==> src/rtl/wb_master_pkg.sv <==
// Shared command/response encodings for the pipelined Wishbone bus master.
// mk_rsp builds a response word for any data width up to MAX_DW.
package wb_master_pkg;

    localparam logic [1:0] CMD_SUB_RD      = 2'b00;
    localparam logic [1:0] CMD_SUB_WR      = 2'b01;
    localparam logic [1:0] CMD_SUB_ADDR    = 2'b10;
    localparam logic [1:0] CMD_SUB_SPECIAL = 2'b11;

    localparam logic [1:0] RSP_SUB_DATA    = 2'b00;
    localparam logic [1:0] RSP_SUB_ACK     = 2'b01;
    localparam logic [1:0] RSP_SUB_ADDR    = 2'b10;
    localparam logic [1:0] RSP_SUB_SPECIAL = 2'b11;

    localparam logic [2:0] SPC_RESET       = 3'h0;
    localparam logic [2:0] SPC_BUS_ERROR   = 3'h1;
    localparam logic [2:0] SPC_TIMEOUT     = 3'h2;

    localparam int MAX_DW = 64;

    // Places sub directly above a dw-bit payload; payload bits at dw and above must be zero.
    function automatic logic [MAX_DW+1:0] mk_rsp(input logic [1:0] sub,
                                                 input logic [MAX_DW-1:0] payload,
                                                 input int dw);
        return {2'b00, payload} | ({{MAX_DW{1'b0}}, sub} << dw);
    endfunction

endpackage

==> src/rtl/wb_master_pipe_watchdog.sv <==
// Bus watchdog: counts cycles while running without a clear and pulses expired
// on the cycle the count reaches TIMEOUT. TIMEOUT of 0 disables it.
module wb_watchdog #(
    parameter int TIMEOUT = 1024
) (
    input  logic i_clk,
    input  logic i_reset_n,
    input  logic i_clear,
    input  logic i_run,
    output logic o_expired
);

    generate
        if (TIMEOUT == 0) begin : g_off
            assign o_expired = 1'b0;
        end else begin : g_on
            localparam int CW = $clog2(TIMEOUT + 1);
            logic [CW-1:0] count_reg;

            always_ff @(posedge i_clk or negedge i_reset_n) begin
                if (!i_reset_n) begin
                    count_reg <= '0;
                end else if (i_clear || !i_run) begin
                    count_reg <= '0;
                end else begin
                    count_reg <= count_reg + CW'(1);
                end
            end

            assign o_expired = i_run && !i_clear && (count_reg == CW'(TIMEOUT - 1));
        end
    endgenerate

endmodule

==> src/rtl/wb_master_pipe.sv <==
// Pipelined Wishbone B4 master fed by command words; returns one response word
// per completed beat, address set, abort or error.
module wb_master_pipe
    import wb_master_pkg::*;
#(
    parameter int AW      = 30,
    parameter int DW      = 32,
    parameter int LGOUT   = 3,
    parameter int TIMEOUT = 1024
) (
    input  logic            i_clk,
    input  logic            i_reset_n,
    input  logic            i_cmd_stb,
    input  logic [DW+1:0]   i_cmd_word,
    output logic            o_cmd_busy,
    output logic            o_rsp_stb,
    output logic [DW+1:0]   o_rsp_word,
    output logic            o_wb_cyc,
    output logic            o_wb_stb,
    output logic            o_wb_we,
    output logic [AW-1:0]   o_wb_addr,
    output logic [DW-1:0]   o_wb_data,
    output logic [DW/8-1:0] o_wb_sel,
    input  logic            i_wb_stall,
    input  logic            i_wb_ack,
    input  logic            i_wb_err,
    input  logic [DW-1:0]   i_wb_data
);

    typedef logic [DW+1:0] word_t;
    localparam logic [LGOUT-1:0] MAXOUT = '1;

    function automatic word_t pack_rsp(input logic [1:0] sub, input logic [DW-1:0] payload);
        return word_t'(mk_rsp(sub, MAX_DW'(payload), DW));
    endfunction

    function automatic logic [DW-1:0] special_payload(input logic [2:0] code);
        return {code, {(DW-3){1'b0}}};
    endfunction

    logic              cyc_reg, stb_reg, we_reg, inc_reg;
    logic [AW-1:0]     addr_reg;
    logic [DW-1:0]     data_reg;
    logic [LGOUT-1:0]  nout_reg, nout_next;
    logic              rsp_stb_reg, reset_rsp_reg;
    word_t             rsp_word_reg, rsp_word_next;
    logic              rsp_valid_next;
    logic              stb_next, cyc_next;

    logic [1:0]        cmd_sub;
    logic [DW-1:0]     cmd_payload;
    logic              issue, ack_valid, bus_err, wd_expired, pending_err;
    logic              slots_full, dir_conflict;
    logic              accept, accept_rw, accept_addr, special_abort;
    logic [AW-1:0]     addr_field, addr_set;

    assign cmd_sub     = i_cmd_word[DW+1:DW];
    assign cmd_payload = i_cmd_word[DW-1:0];

    assign issue       = stb_reg && !i_wb_stall;
    assign ack_valid   = cyc_reg && i_wb_ack && (nout_reg != '0 || issue);
    assign bus_err     = cyc_reg && i_wb_err;
    assign pending_err = bus_err || wd_expired;

    // A strobe still waiting to issue already claims one of the outstanding slots.
    assign slots_full   = (nout_reg == MAXOUT) || (stb_reg && nout_reg == MAXOUT - LGOUT'(1));
    assign dir_conflict = cyc_reg && (cmd_sub == CMD_SUB_ADDR ||
                                      (!cmd_sub[1] && cmd_sub[0] != we_reg));
    assign o_cmd_busy   = (cmd_sub != CMD_SUB_SPECIAL) &&
                          ((stb_reg && i_wb_stall) || slots_full || pending_err || dir_conflict);

    assign accept        = i_cmd_stb && !o_cmd_busy;
    assign accept_rw     = accept && !cmd_sub[1];
    assign accept_addr   = accept && cmd_sub == CMD_SUB_ADDR;
    assign special_abort = accept && cmd_sub == CMD_SUB_SPECIAL &&
                           cmd_payload[DW-1:DW-3] == SPC_RESET;

    assign addr_field = cmd_payload[AW+1:2];
    assign addr_set   = cmd_payload[1] ? addr_reg + addr_field : addr_field;

    wb_watchdog #(.TIMEOUT(TIMEOUT)) u_watchdog (
        .i_clk     (i_clk),
        .i_reset_n (i_reset_n),
        .i_clear   (i_wb_ack || issue),
        .i_run     (cyc_reg),
        .o_expired (wd_expired)
    );

    always_comb begin
        nout_next = nout_reg;
        if (issue && !ack_valid) begin
            nout_next = nout_reg + LGOUT'(1);
        end else if (!issue && ack_valid) begin
            nout_next = nout_reg - LGOUT'(1);
        end
        stb_next = accept_rw ? 1'b1 : (issue ? 1'b0 : stb_reg);
        cyc_next = accept_rw || (cyc_reg && (stb_next || nout_next != '0));
    end

    always_comb begin
        rsp_valid_next = 1'b1;
        rsp_word_next  = '0;
        if (reset_rsp_reg) begin
            rsp_word_next = pack_rsp(RSP_SUB_SPECIAL, special_payload(SPC_RESET));
        end else if (bus_err) begin
            rsp_word_next = pack_rsp(RSP_SUB_SPECIAL, special_payload(SPC_BUS_ERROR));
        end else if (wd_expired) begin
            rsp_word_next = pack_rsp(RSP_SUB_SPECIAL, special_payload(SPC_TIMEOUT));
        end else if (special_abort) begin
            rsp_word_next = pack_rsp(RSP_SUB_SPECIAL, special_payload(SPC_RESET));
        end else if (ack_valid) begin
            rsp_word_next = we_reg ? pack_rsp(RSP_SUB_ACK, '0) : pack_rsp(RSP_SUB_DATA, i_wb_data);
        end else if (accept_addr) begin
            rsp_word_next = pack_rsp(RSP_SUB_ADDR, DW'({addr_set, 1'b0, !cmd_payload[0]}));
        end else begin
            rsp_valid_next = 1'b0;
        end
    end

    always_ff @(posedge i_clk or negedge i_reset_n) begin
        if (!i_reset_n) begin
            cyc_reg       <= 1'b0;
            stb_reg       <= 1'b0;
            we_reg        <= 1'b0;
            inc_reg       <= 1'b1;
            addr_reg      <= '0;
            data_reg      <= '0;
            nout_reg      <= '0;
            rsp_stb_reg   <= 1'b0;
            rsp_word_reg  <= '0;
            reset_rsp_reg <= 1'b1;
        end else begin
            reset_rsp_reg <= 1'b0;
            rsp_stb_reg   <= rsp_valid_next;
            rsp_word_reg  <= rsp_word_next;
            if (pending_err || special_abort) begin
                cyc_reg  <= 1'b0;
                stb_reg  <= 1'b0;
                nout_reg <= '0;
            end else begin
                cyc_reg  <= cyc_next;
                stb_reg  <= stb_next;
                nout_reg <= nout_next;
                if (issue) begin
                    addr_reg <= addr_reg + AW'(inc_reg);
                end
            end
            if (accept_rw) begin
                we_reg   <= cmd_sub[0];
                data_reg <= cmd_payload;
            end
            if (accept_addr) begin
                addr_reg <= addr_set;
                inc_reg  <= !cmd_payload[0];
            end
        end
    end

    assign o_wb_cyc   = cyc_reg;
    assign o_wb_stb   = stb_reg;
    assign o_wb_we    = we_reg;
    assign o_wb_addr  = addr_reg;
    assign o_wb_data  = data_reg;
    assign o_wb_sel   = '1;
    assign o_rsp_stb  = rsp_stb_reg;
    assign o_rsp_word = rsp_word_reg;

endmodule

==> config.mk <==
export PLATFORM = sky130hd
export DESIGN_NAME = wb_master_pipe
export DESIGN_NICKNAME = d
export VERILOG_FILES = /design/src/rtl/wb_master_pkg.sv /design/src/rtl/wb_master_pipe_watchdog.sv /design/src/rtl/wb_master_pipe.sv
export SDC_FILE = /design/constraint.sdc
export NUM_CORES = 1
export LEC_CHECK = 0
export ABC_AREA = 0
export CORE_ASPECT_RATIO = 0.75
export CORE_MARGIN = 2
export CORE_UTILIZATION = 45
export CTS_CLUSTER_SIZE = 12
export DETAILED_ROUTE_END_ITERATION = 7
export GPL_TIMING_DRIVEN = 1
export PLACE_DENSITY_LB_ADDON = 0.08
export SETUP_SLACK_MARGIN = 0.15
export SYNTH_ARGS = -nofsm -noshare
export SYNTH_HDL_FRONTEND = slang
export SYNTH_HIERARCHICAL = 1
export SYNTH_SLANG_ARGS = --single-unit
==> constraint.sdc <==
create_clock -name i_clk -period 6.5 [get_ports i_clk]
set_clock_uncertainty 0.2 [all_clocks]
set_input_delay 1.95 -clock i_clk [delete_from_list [all_inputs] [get_ports i_clk]]
set_output_delay 1.95 -clock i_clk [all_outputs]
set_load 0.03 [all_outputs]
==> results.md, run 1 <==
- IO Pins: 177
- Setup TNS: 0 ns
- Arr. time, crit path: 3.87 ns
- HPWL after DPL: 16030 um
- Pint: 2449 uW
- Sequential fraction of the synthesis area: 0.3984
- Routed Antenna Nets: 0
- RSZ-0062 raised after global routing: no
- Area of the mapped netlist: 7292 um2
- CTS tree: yes
- Num CTS Buffers: 17
- Cell area after layout: 9763 um2
- Antenna cell count: 0
- Placed cell areas: 9183 um2
- Worst endpoint required time: 4.35 ns
- Post-synth EDFFs: 0
- Synth area leader: dfrtp_1
- Post-CTS Setup Inserts: 0
- FF-to-FF path depth: 11
- Post-Layout Cell Count: 1182
- Root Driver: clkbuf_16
- Reg-to-reg critical path startpoint: u_watchdog/g_on.count_reg[0]$_DFF_PN0_
- CP Launch Point: i_wb_stall
- Unique cell type count in the Yosys netlist: 69
- Pleak: 0.004074 uW
- Commonest non-fill, non-tap cells in the layout: clkdlybuf4s50_1, dfrtp_1, nand2_1, a21oi_1, o21ai_0
- Setup violators final: 0
- Via-to-Cell Ratio: 5.630
- Comb pwr share: 0.512
- Status: finished, final reports clean
- Clk slew on worst S/H paths: 0.06 ns
- Buffers on Ports: 172
- Worst r2r dst: o_wb_addr[8]$_DFFE_PN0P_
- Antenna violations before repair: 0
- Reg power frac: 0.271
- Core area: 15920 um2
- All-Layer GR Usage: 0.2614
- Number of global-route vias before repair: 6632
- DR iter-0 viols: 463
- Post-route clock period utilization: 0.9261
- DRC Markers: 0
- Part of the power in the clock network: 0.217
- First-pass GRT wire length: 34920 um
- Fin. max-slew vios: 0
- Layout cells sized above 1: 0.1121
- Synth Register Bits: 116
- Max transition margin: 0.4738
- Clock Latency Late Sink: 0.42 ns
- PostCTS Resize Cnt: 0
- Top FF cell, synth: dfrtp_1
- Largest net degree at the start of global routing: 62
- GPL Wtd Cong: 0.9089
- Total number of vias: 6655
- Cell Count Post-Placement: 1150
- Final Hold Fails: 0
- Post-Route WL: 21760 um
- YS warnings: 6
- Critical Path Fanout Max: 4
- Rows: 40
- Clk sinks: 116
- Max FFs per register: 34
- Initial Util: 0.4582
- Tmin final: 6.019 ns
- DR WL/cell: 18.41 um
- Slew @ Worst Pin: 0.7893 ns
- Fin Hold WS: 0.2983 ns
- GRT overflow: 0
- Hold-fix buffers at CTS: 0
- Total power draw: 4276 uW
- CP Capture Type: primary output
- Avg Cell Area, Syn: 9.195 um2
- Clock Path Buffers: 2
- Full die area: 17250 um2
- Worst setup SP type: primary input
- # H-tree levels: 4
- Class of the worst hold path: register to register
- Die extent in x: 151.0 um
- Gate Count Post-Synth: 793
- Commonest non-fill, non-tap cell in the layout: clkdlybuf4s50_1
- Area Growth Syn to Fin: 33.89%
- Worst R2R Setup Slack: 2.93 ns
- Die Height: 114.2 um
- VDD IR max: 273.0 uV
- Area share of the largest cell type after synthesis: 0.3912
- Sw Ratio: 0.4271
- MaxCap Viol Count: 0
- Nets: 1069
- Crit Path Category: primary input to primary output
- Setup crit end: o_cmd_busy
- Max Clk Rate: 0.1661 GHz
- Net switching power figure: 1826 uW
- Synth async-reset ratio: 1.000
- First-pass DRT Iterations: 5
- PD cells: 437.9 nW/um2
- Synth area leaders: dfrtp_1, mux2_2, ha_1
[routing by layer]
layer / vias to the layer above / GRT usage / wire [um]
met3: 24 / 0.06494 / 1492
li1: 3171 / - / -
met4: 0 / 0.06293 / 219
met2: 229 / 0.3882 / 9439
met1: 3231 / 0.3842 / 10610
met5: - / 0 / 0
[power by group through the flow]
stage	Clock, uW	Sequential, uW	Combinational (uW)
finish	929	1160	2190
floorplan	0	1520	1040
global route	987	1190	2360
global placement	0	1150	2150
detailed placement	0	1170	2170
CTS	945	1160	2180
[final cells by class]
cell class | instances | area [um2]
clock inverter | 15 | 155.1
multi-input combinational | 612 | 4104
inverter | 27 | 101.3
clock buffer | 17 | 425.4
tap | 210 | 262.8
sequential | 116 | 2905
fill | 1363 | 6152
timing repair buffer | 185 | 1809
[cell families (layout without fill, tap and decap cells)]
group	after synthesis	count (layout)	synth area share
adders and majority gates	38	38	0.06623
AOI/OAI and AO/OA	205	205	0.1730
other	2	5	0.001030
buffers and inverters	68	244	0.04152
muxes	55	55	0.08339
DFF	116	116	0.3984
xor gates and xnor gates	53	53	0.06366
and+or+nand+nor	256	256	0.1728
[worst min path at each step]
stage | start | end | slack [ns] | cells past startpoint
2_1_floorplan | u_watchdog/g_on.count_reg[0]$_DFF_PN0_ | u_watchdog/g_on.count_reg[0]$_DFF_PN0_ | 0.26 | 1
3_3_place_gp | u_watchdog/g_on.count_reg[0]$_DFF_PN0_ | u_watchdog/g_on.count_reg[0]$_DFF_PN0_ | 0.27 | 1
3_5_place_dp | u_watchdog/g_on.count_reg[0]$_DFF_PN0_ | u_watchdog/g_on.count_reg[0]$_DFF_PN0_ | 0.29 | 1
4_1_cts | u_watchdog/g_on.count_reg[0]$_DFF_PN0_ | u_watchdog/g_on.count_reg[0]$_DFF_PN0_ | 0.30 | 1
5_1_grt | o_wb_data[27]$_DFFE_PN0N_ | o_wb_data[27]$_DFFE_PN0N_ | 0.32 | 1
6_report | u_watchdog/g_on.count_reg[0]$_DFF_PN0_ | u_watchdog/g_on.count_reg[0]$_DFF_PN0_ | 0.30 | 1
[Yosys cell counts, types with 21 or more instances]
| master | count |
|---|---|
| inv_1 | 27 |
| dfrtp_1 | 114 |
| nand2_1 | 91 |
| mux2_2 | 46 |
| ha_1 | 37 |
| o21ai_0 | 52 |
| clkbuf_1 | 24 |
| xor2_1 | 21 |
| nand3_1 | 28 |
| a21oi_1 | 82 |
| nor2_1 | 47 |
| xnor2_1 | 32 |
[critical path, cell delays in order]
cell             delay (ns)
clkdlybuf4s50_1        0.50
nand2b_1               0.13
nand2b_1               0.07
nand2b_1               0.16
nor3b_1                0.29
a2111o_1               0.22
o21bai_1               0.08
nand2_1                0.06
o21ai_0                0.08
inv_1                  0.13
buf_4                  0.18
[through the flow]
step                      utilization  worst slack (ns)
after detailed placement       0.5770            0.4930
final                          0.6134            0.4805
after global placement         0.5770            0.5644
after CTS                      0.6134            0.4803
after floorplan                     -            0.5858
after global routing           0.6134            0.2891
No activity file was read; power rests on OpenSTA's default activity.
==> run 2: changes to the inputs <==
--- a/config.mk
+++ b/config.mk
@@ -6,7 +6,7 @@
 export NUM_CORES = 1
 export LEC_CHECK = 0
 export ABC_AREA = 0
-export CORE_ASPECT_RATIO = 0.75
+export CORE_ASPECT_RATIO = 0.7
 export CORE_MARGIN = 2
 export CORE_UTILIZATION = 45
 export CTS_CLUSTER_SIZE = 12
==> results.md, run 2 (same netlist as run 1, synthesis figures left out) <==
- Full die area: 17260 um2 (about the same)
- Arr. time, crit path: 3.90 ns (+0.03 ns)
- Setup TNS: 0 ns (unchanged)
- Final Hold Fails: 0 (unchanged)
- Layout cells sized above 1: 0.1062 (-0.005954)
- Clk slew on worst S/H paths: 0.05 ns (about the same)
- CTS tree: yes
- Post-CTS Setup Inserts: 0 (unchanged)
- Worst endpoint required time: 4.35 ns (about the same)
- Routed Antenna Nets: 0 (unchanged)
- Die Height: 110.5 um (-3.3%)
- Slew @ Worst Pin: 0.8413 ns (+0.05196 ns)
- RSZ-0062 raised after global routing: no
- Nets: 1067 (-0.19%)
- Clock Path Buffers: 2 (unchanged)
- Total number of vias: 6705 (+0.75%)
- CP Capture Type: primary output
- PD cells: 445.4 nW/um2 (+1.7%)
- Via-to-Cell Ratio: 5.726 (+1.7%)
- Post-Route WL: 22340 um (+2.6%)
- GPL Wtd Cong: 0.9208 (+1.3%)
- Cell Count Post-Placement: 1138 (-1.0%)
- Tmin final: 6.048 ns (+0.02872 ns)
- Largest net degree at the start of global routing: 65 (+4.8%)
- DR iter-0 viols: 549 (+19%)
- Core area: 15690 um2 (-1.4%)
- Status: finished, final reports clean
- Area Growth Syn to Fin: 34.11%
- Post-route clock period utilization: 0.9305 (+0.004419)
- Pleak: 0.004081 uW (+0.18%)
- Clk sinks: 116 (unchanged)
- Crit Path Category: primary input to primary output
- Setup violators final: 0 (unchanged)
- GRT overflow: 0 (unchanged)
- MaxCap Viol Count: 0 (unchanged)
- Buffers on Ports: 172 (unchanged)
- DR WL/cell: 19.07 um (+3.6%)
- First-pass GRT wire length: 36440 um (+4.3%)
- Num CTS Buffers: 17 (unchanged)
- Fin. max-slew vios: 0 (unchanged)
- Clock Latency Late Sink: 0.43 ns (about the same)
- Rows: 38 (-5.0%)
- All-Layer GR Usage: 0.2683 (+0.006859)
- # H-tree levels: 4 (unchanged)
- Max FFs per register: 34 (unchanged)
- Hold-fix buffers at CTS: 0 (unchanged)
- First-pass DRT Iterations: 5 (unchanged)
- IO Pins: 177 (unchanged)
- Initial Util: 0.4648 (+0.006577)
- Antenna violations before repair: 2 (+2)
- Critical Path Fanout Max: 4 (unchanged)
- DRC Markers: 0 (unchanged)
- Post-Layout Cell Count: 1171 (-0.93%)
- Commonest non-fill, non-tap cell in the layout: clkdlybuf4s50_1
- VDD IR max: 225.9 uV (-17%)
- Root Driver: clkbuf_16
- Max Clk Rate: 0.1653 GHz (-0.47%)
- Max transition margin: 0.4366 (-0.03718)
- HPWL after DPL: 16310 um (+1.7%)
- PostCTS Resize Cnt: 0 (unchanged)
- Commonest non-fill, non-tap cells in the layout: clkdlybuf4s50_1, dfrtp_1, nand2_1, a21oi_1, o21ai_0
- Class of the worst hold path: register to register
- Die extent in x: 156.2 um (+3.4%)
- Worst setup SP type: primary input
- Number of global-route vias before repair: 6901 (+4.1%)
- Finished Core Util: 0.6233 (+0.009842)
==> run 2: path summary, 6_finish.rpt <==
| check | startpoint | end | slack, ns | cells after the start |
|---|---|---|---|---|
| max in group asynchronous | i_reset_n | o_rsp_word[20]$_DFF_PN0_ | 3.41 | 2 |
| worst min-delay path | o_wb_data[15]$_DFFE_PN0N_ | o_wb_data[15]$_DFFE_PN0N_ | 0.30 | 1 |
| worst max-delay path | i_wb_stall | o_cmd_busy | 0.45 | 11 |
| worst max register to register | u_watchdog/g_on.count_reg[0]$_DFF_PN0_ | o_wb_addr[8]$_DFFE_PN0P_ | 2.99 | 11 |
| worst min register to register | o_wb_data[15]$_DFFE_PN0N_ | o_wb_data[15]$_DFFE_PN0N_ | 0.30 | 1 |
| min in group asynchronous | i_reset_n | o_wb_data[6]$_DFFE_PN0N_ | 1.35 | 1 |
==> run 2: final cells by class <==
class	count	area, um2
fillers	1320	5911
multi-input cells	612	4104
flip-flops and latches	116	2905
repair buffers	183	1794
clock buffers	23	467.9
well taps	200	250.2
clock inverters	9	153.9
inverters	27	101.3
diodes	1	2.502
==> run 2: through the flow <==
stage	cell area [um2]	total power (uW)	setup WS (ns)	hold WS, ns
5_1_grt	9777	4618	0.3339	0.3202
3_5_place_dp	9155	3332	0.5004	0.2929
3_3_place_gp	9155	3296	0.5733	0.2731
6_report	9779	4356	0.4518	0.3008
4_1_cts	9777	4365	0.4761	0.3032
2_1_floorplan	7303	2560	0.5858	0.2552
==> run 2: report_power, final <==
group / switching, uW / leakage [uW] / total, uW / internal [uW]
Combinational: 1240 / 0.00231 / 2190 / 947
Sequential: 223 / 0.00148 / 1160 / 937
Clock: 347 / 0.000297 / 1010 / 661
Total: 1810 / 0.00408 / 4360 / 2540
==> run 2: routing by layer <==
layer | vias to the layer above | share of wire | global-route usage
met5 | - | 0.0011 | 0
met4 | 4 | 0.012 | 0.07217
met3 | 26 | 0.083 | 0.08203
met2 | 255 | 0.43 | 0.4065
met1 | 3257 | 0.47 | 0.3728
li1 | 3163 | - | -
==> run 2: critical path, stage by stage <==
cell	delay, ns
clkdlybuf4s50_1	0.49
nand2b_1	0.13
nand2b_1	0.08
nand2b_1	0.16
nor3b_1	0.33
a2111o_1	0.22
o21bai_1	0.07
nand2_1	0.06
o21ai_0	0.08
inv_1	0.14
buf_4	0.18
